$ cat config.mk
export PLATFORM = sky130hd
export DESIGN_NAME = mem_wb_sequencer
export DESIGN_NICKNAME = d
export VERILOG_FILES = /design/src/rtl/mem_wb_pkg.sv /design/src/rtl/mem_wb_timeout.sv /design/src/rtl/mem_wb_sequencer.sv
export SDC_FILE = /design/constraint.sdc
export NUM_CORES = 1
export LEC_CHECK = 0
export CAP_MARGIN = 20
export CORE_ASPECT_RATIO = 0.7
export CORE_MARGIN = 10
export CORE_UTILIZATION = 38
export CTS_BUF_LIST = sky130_fd_sc_hd__clkbuf_8
export CTS_CLUSTER_DIAMETER = 30
export DETAILED_ROUTE_END_ITERATION = 8
export PLACE_DENSITY = 0.84
export SLEW_MARGIN = 5
export SYNTH_ARGS = -nofsm -noshare
export SYNTH_HDL_FRONTEND = slang
export SYNTH_SLANG_ARGS = --single-unit
export TNS_END_PERCENT = 1
$ cat constraint.sdc
create_clock -name clk -period 1.3 [get_ports clk]
set_clock_uncertainty 0.1 [all_clocks]
set_input_delay 0.26 -clock clk [delete_from_list [all_inputs] [get_ports clk]]
set_output_delay 0.26 -clock clk [all_outputs]
set_load 0.02 [all_outputs]
$ cat src/rtl/mem_wb_pkg.sv
// Shared types and constants for the memory-access / write-back sequencer.
package mem_wb_pkg;

  typedef enum logic [1:0] {
    ST_IDLE = 2'd0,
    ST_MEM  = 2'd1,
    ST_WB   = 2'd2
  } state_t;

  localparam int unsigned DATA_W_DEF      = 32;
  localparam int unsigned ADDR_W_DEF      = 32;
  localparam int unsigned REG_AW_DEF      = 5;
  localparam int unsigned TIMEOUT_CYC_DEF = 16;

  // Architectural zero register: never written.
  localparam int unsigned REG_ZERO = 0;

endpackage

$ cat src/rtl/mem_wb_timeout.sv
// Memory wait counter; flags expiry when the limit is reached without an ack.
// Instantiated by mem_wb_sequencer only when MEM_TIMEOUT_EN is defined.
module mem_wb_timeout #(
  parameter int unsigned TIMEOUT_CYC = 16
) (
  input  logic clk,
  input  logic rst_n,
  input  logic run,
  input  logic ack,
  output logic expired
);

  localparam int unsigned CNT_W = $clog2(TIMEOUT_CYC + 1);

  logic [CNT_W-1:0] cnt;

  // NOTE: sequential state is always assigned with <= so every register
  // samples pre-edge values regardless of statement order.
  always_ff @(posedge clk) begin
    if (!rst_n)   cnt <= '0;
    else if (run) cnt <= cnt + 1'b1;
    else          cnt <= '0;
  end

  // cnt counts completed request cycles, so the final allowed cycle is LIMIT-1;
  // an ack in that same cycle wins.
  assign expired = run && !ack && (cnt == CNT_W'(TIMEOUT_CYC - 1));

endmodule

$ cat src/rtl/mem_wb_sequencer.sv
// Memory-access and write-back sequencer for the multi-cycle datapath.
// Optional memory wait timeout enabled with `define MEM_TIMEOUT_EN.
module mem_wb_sequencer
  import mem_wb_pkg::*;
#(
  parameter int unsigned DATA_W      = DATA_W_DEF,
  parameter int unsigned ADDR_W      = ADDR_W_DEF,
  parameter int unsigned REG_AW      = REG_AW_DEF,
  parameter int unsigned TIMEOUT_CYC = TIMEOUT_CYC_DEF
) (
  input  logic              clk,
  input  logic              rst_n,
  input  logic              ctl_valid,
  output logic              ctl_ready,
  input  logic              mem_to_reg,
  input  logic              mem_write,
  input  logic              reg_write,
  input  logic [DATA_W-1:0] alu_result,
  input  logic [DATA_W-1:0] store_data,
  input  logic [REG_AW-1:0] rd_addr,
  output logic              mem_req,
  output logic              mem_we,
  output logic [ADDR_W-1:0] mem_addr,
  output logic [DATA_W-1:0] mem_wdata,
  input  logic              mem_ack,
  input  logic [DATA_W-1:0] mem_rdata,
  output logic              rf_we,
  output logic [REG_AW-1:0] rf_waddr,
  output logic [DATA_W-1:0] rf_wdata,
  output logic              busy,
  output logic              err
);

  state_t state, state_nxt;

  logic              mem_to_reg_q;
  logic              mem_write_q;
  logic              reg_write_q;
  logic [DATA_W-1:0] alu_q;
  logic [DATA_W-1:0] store_q;
  logic [DATA_W-1:0] rdata_q;
  logic [REG_AW-1:0] rd_q;

  logic accept;
  logic timed_out;

  assign accept = (state == ST_IDLE) && ctl_valid;

  always_ff @(posedge clk) begin
    if (!rst_n) state <= ST_IDLE;
    else        state <= state_nxt;
  end

  // NOTE: every signal written here gets a default first, so no path through
  // the case can leave it unassigned and infer a latch.
  always_comb begin
    state_nxt = state;
    unique case (state)
      ST_IDLE: begin
        if (ctl_valid) begin
          if (mem_write || mem_to_reg) state_nxt = ST_MEM;
          else if (reg_write)          state_nxt = ST_WB;
        end
      end
      ST_MEM: begin
        if (mem_ack) begin
          // A store wins over any write-back request.
          if (mem_write_q)      state_nxt = ST_IDLE;
          else if (reg_write_q) state_nxt = ST_WB;
          else                  state_nxt = ST_IDLE;
        end else if (timed_out) begin
          state_nxt = ST_IDLE;
        end
      end
      ST_WB:   state_nxt = ST_IDLE;
      default: state_nxt = ST_IDLE;
    endcase
  end

  // Operand registers only load on a transfer, so memory-port outputs stay
  // stable for the whole request.
  always_ff @(posedge clk) begin
    if (!rst_n) begin
      mem_to_reg_q <= 1'b0;
      mem_write_q  <= 1'b0;
      reg_write_q  <= 1'b0;
      alu_q        <= '0;
      store_q      <= '0;
      rd_q         <= '0;
    end else if (accept) begin
      mem_to_reg_q <= mem_to_reg;
      mem_write_q  <= mem_write;
      reg_write_q  <= reg_write;
      alu_q        <= alu_result;
      store_q      <= store_data;
      rd_q         <= rd_addr;
    end
  end

  always_ff @(posedge clk) begin
    if (!rst_n)                                           rdata_q <= '0;
    else if ((state == ST_MEM) && mem_ack && !mem_write_q) rdata_q <= mem_rdata;
  end

`ifdef MEM_TIMEOUT_EN
  logic err_q;

  mem_wb_timeout #(
    .TIMEOUT_CYC (TIMEOUT_CYC)
  ) u_timeout (
    .clk     (clk),
    .rst_n   (rst_n),
    .run     (state == ST_MEM),
    .ack     (mem_ack),
    .expired (timed_out)
  );

  always_ff @(posedge clk) begin
    if (!rst_n)         err_q <= 1'b0;
    else if (timed_out) err_q <= 1'b1;
  end

  assign err = err_q;
`else
  assign timed_out = 1'b0;
  assign err       = 1'b0;
`endif

  generate
    if (ADDR_W <= DATA_W) begin : g_addr_trunc
      assign mem_addr = alu_q[ADDR_W-1:0];
    end else begin : g_addr_zext
      assign mem_addr = {{(ADDR_W - DATA_W){1'b0}}, alu_q};
    end
  endgenerate

  assign ctl_ready = (state == ST_IDLE);
  assign busy      = (state != ST_IDLE);
  assign mem_req   = (state == ST_MEM);
  assign mem_we    = (state == ST_MEM) && mem_write_q;
  assign mem_wdata = store_q;

  assign rf_we    = (state == ST_WB) && (rd_q != REG_AW'(REG_ZERO));
  assign rf_waddr = rd_q;
  assign rf_wdata = mem_to_reg_q ? rdata_q : alu_q;

endmodule
==> impl_metrics.yaml <==
hold_path:
  hold_path_class: "in2reg"
  hold_start: "rst_n"
  min_path_cells: 2
  whs_endpoint: "reg_write_q"
pwr:
  finalPower_mw: 7.406
  p_seq_share_pct: 47.8
  ir_worst_vdd_mv: 0.5515
  power_frac_clock_pct: 25.8
  p_int_mw: 5.239
  power_frac_comb_pct: 26.4
  powerDensity_mw_per_mm2: 1008
  net-switching-power_mw: 2.166
  p_leak_nw: 3.141
  sw_frac_of_total_pct: 29.25
die:
  fp.dieH_um: 110.6
  coreArea_mm2: 0.01125
  dieArea_mm2: 0.01653
  rows: 32
  start_util_pct: 39.61
  die_x_um: 149.4
  io_pins: 215
status:
  status: "complete, but fails checks"
  violations: "negative setup slack"
clock_network:
  cts_tree: "done"
  cts_root_buf: "clkbuf_8"
  path_clk_slew_ps: 110
  htreeDepth: 3
  insertion_delay_ps: 370
  cts_max_path_buffers: 2
  cts.sinks: 106
  numCtsBuffers: 9
worst_setup_path:
  critPathArrivalTime_ps: 1560
  reg2reg_to: "state[0]"
  worstSetupStartpointType: "flip-flop"
  worst-path-max-fanout: 2
  required_ps: 940
  crit_type: "reg2out"
  end_kind: "primary output"
  r2r_slack_ps: -290
  r2r_cells: 6
  rr_startpoint: "state[0]"
sta:
  hold_violations: 0
  fin_ws_ps: -616.1
  fmax_ghz: 0.5219
  rsz0062_at_grt: "yes"
  setup_violations: 176
  timing.hold.ws_ps: 143.5
  tns_ps: -36620
  min_period_ps: 1916
  post-route-period-util_pct: 147.4
  slew_viol_final: 0
drt:
  dr.pass1.iters: 4
  wirelength_um: 15770
  via_count: 4375
  wl_per_cell_um: 17.18
  viasPerCell: 4.766
  ant_nets: 0
  dr.first_iter.drc_count: 166
  drc_errors: 0
yosys:
  synth_area_per_cell_um2: 8.688
  netlist_instances: 513
  synth_edf_count: 0
  synthArstFlopShare_pct: 0
  synth_cell_types: 24
  synth_top_area_cell: "dfxtp_1"
  yosysSeqAreaShare_pct: 47.61
  synth_top_cells_by_area: "dfxtp_1, nand2_1, a21boi_1, mux2_2, a21boi_0"
  syn_area_mm2: 0.004457
  yosys_warnings: 0
  synth_nets: 621
  synth_seq_cells: 106
  synth_top_cell_area_share_pct: 47.61
  synthFlopType: "dfxtp_1"
place:
  port-buffer-count: 213
  gp_congestion: 0.7872
  dpl.hpwl_um: 11520
  pre_cts_slack_ps: -667.8
layout:
  nets: 868
  n_fill_cell: 889
  fin_util_pct: 65.28
  final_cell_mix: "nand2_1, clkdlybuf4s50_1, a21boi_1"
  multi_input_area_mm2: 0.002206
  final_common_cell: "nand2_1"
  syn_to_final_growth_pct: 64.79
  n_antenna_cell: 0
  drive_gt1_share_pct: 32.42
  seqCellArea_mm2: 0.002147
grt:
  grt_max_degree: 44
  grt_antenna_before_repair: 0
  grt_pass1_vias: 4664
  grt_pass1_wl_um: 24760
  grt_use_total_pct: 18.44
  gr-total-overflow: 0
job:
  cap_violations: 0
-- through the flow --
stage,cells,cell area [µm²]
2_1_floorplan,513,4476
3_3_place_gp,896,7027
3_5_place_dp,896,7027
4_1_cts,917,7059
5_1_grt,918,7345
6_report,918,7345
-- per-layer routing --
layer / share of wire (%) / vias to the layer above / global-route usage (%)
li1: - / 2155 / -
met1: 40 / 2053 / 20.35
met2: 48 / 148 / 31.18
met3: 10 / 19 / 8.591
met4: 1.4 / 0 / 4.607
met5: 0 / - / 0
-- critical path: stages (launching register included) --
cell and delay (ps):
dfxtp_2 340, or4_4 550, nor2_4 100, nor3b_2 50, buf_4 150
-- worst max-delay path by stage --
stage / cells past startpoint / to / slack, ps / start
6_report: 4 / rf_we / -620 / rf_waddr[0]
3_3_place_gp: 5 / mem_addr[13] / -600 / ctl_valid
3_5_place_dp: 5 / mem_addr[13] / -670 / ctl_valid
5_1_grt: 4 / rf_we / -650 / rf_waddr[0]
2_1_floorplan: 3 / rf_we / -110 / rf_waddr[0]
4_1_cts: 4 / rf_we / -670 / rf_waddr[3]
-- synth_stat cells, types with 2 or more instances --
| cell type | number |
|---|---|
| nor2_1 | 2 |
| buf_6 | 9 |
| a21boi_1 | 82 |
| nor3b_1 | 2 |
| dfxtp_1 | 106 |
| clkbuf_1 | 12 |
| inv_1 | 2 |
| a21boi_0 | 23 |
| nand2_1 | 210 |
| buf_4 | 11 |
| mux2_2 | 32 |
| buf_2 | 9 |
| o21ai_0 | 2 |
-- kinds of logic after synthesis --
logic type,synth area share (%)
compound gates,18.05
buf+inv,6.317
flops,47.61
mux,8.085
other cells,0.08414
simple gates,19.85
-- power groups by stage --
stage	Combinational, mW	Sequential [mW]	Clock, mW
final	1.96	3.54	1.91
after global placement	1.84	3.58	0
after detailed placement	1.88	3.60	0
after CTS	1.85	3.53	1.98
after global routing	2.09	3.56	2.11
after floorplan	0.690	3.76	0
-- state kept, by name, indices dropped and copies added (netlist names) --
signal	cells
mem_addr	32
rf_waddr	5
reg_write_q	1
rdata_q	32
mem_write_q	1
mem_to_reg_q	1
state	2
mem_wdata	32
-- layout make-up --
cell class	count	area share, %
Clock buffer	10	1.874
Timing Repair Buffer	277	35.59
Multi-Input combinational cell	364	30.03
Sequential cell	106	29.23
Tap cell	153	2.606
Inverter	2	0.1022
Clock inverter	6	0.5622
-- repair_timing --
| item | 4_1_cts | 5_1_grt |
|---|---|---|
| setup buffers | 3 | 2 |
| resized for setup | 543 | 95 |
| gates cloned | 2 | 0 |
| hold buffers | 0 | 0 |
| pin swaps | 2 | 2 |
| endpoints found under the setup margin | 212 | 190 |
| hold endpoints to repair | 0 | 0 |
No activity file was read; power rests on OpenSTA's default activity.
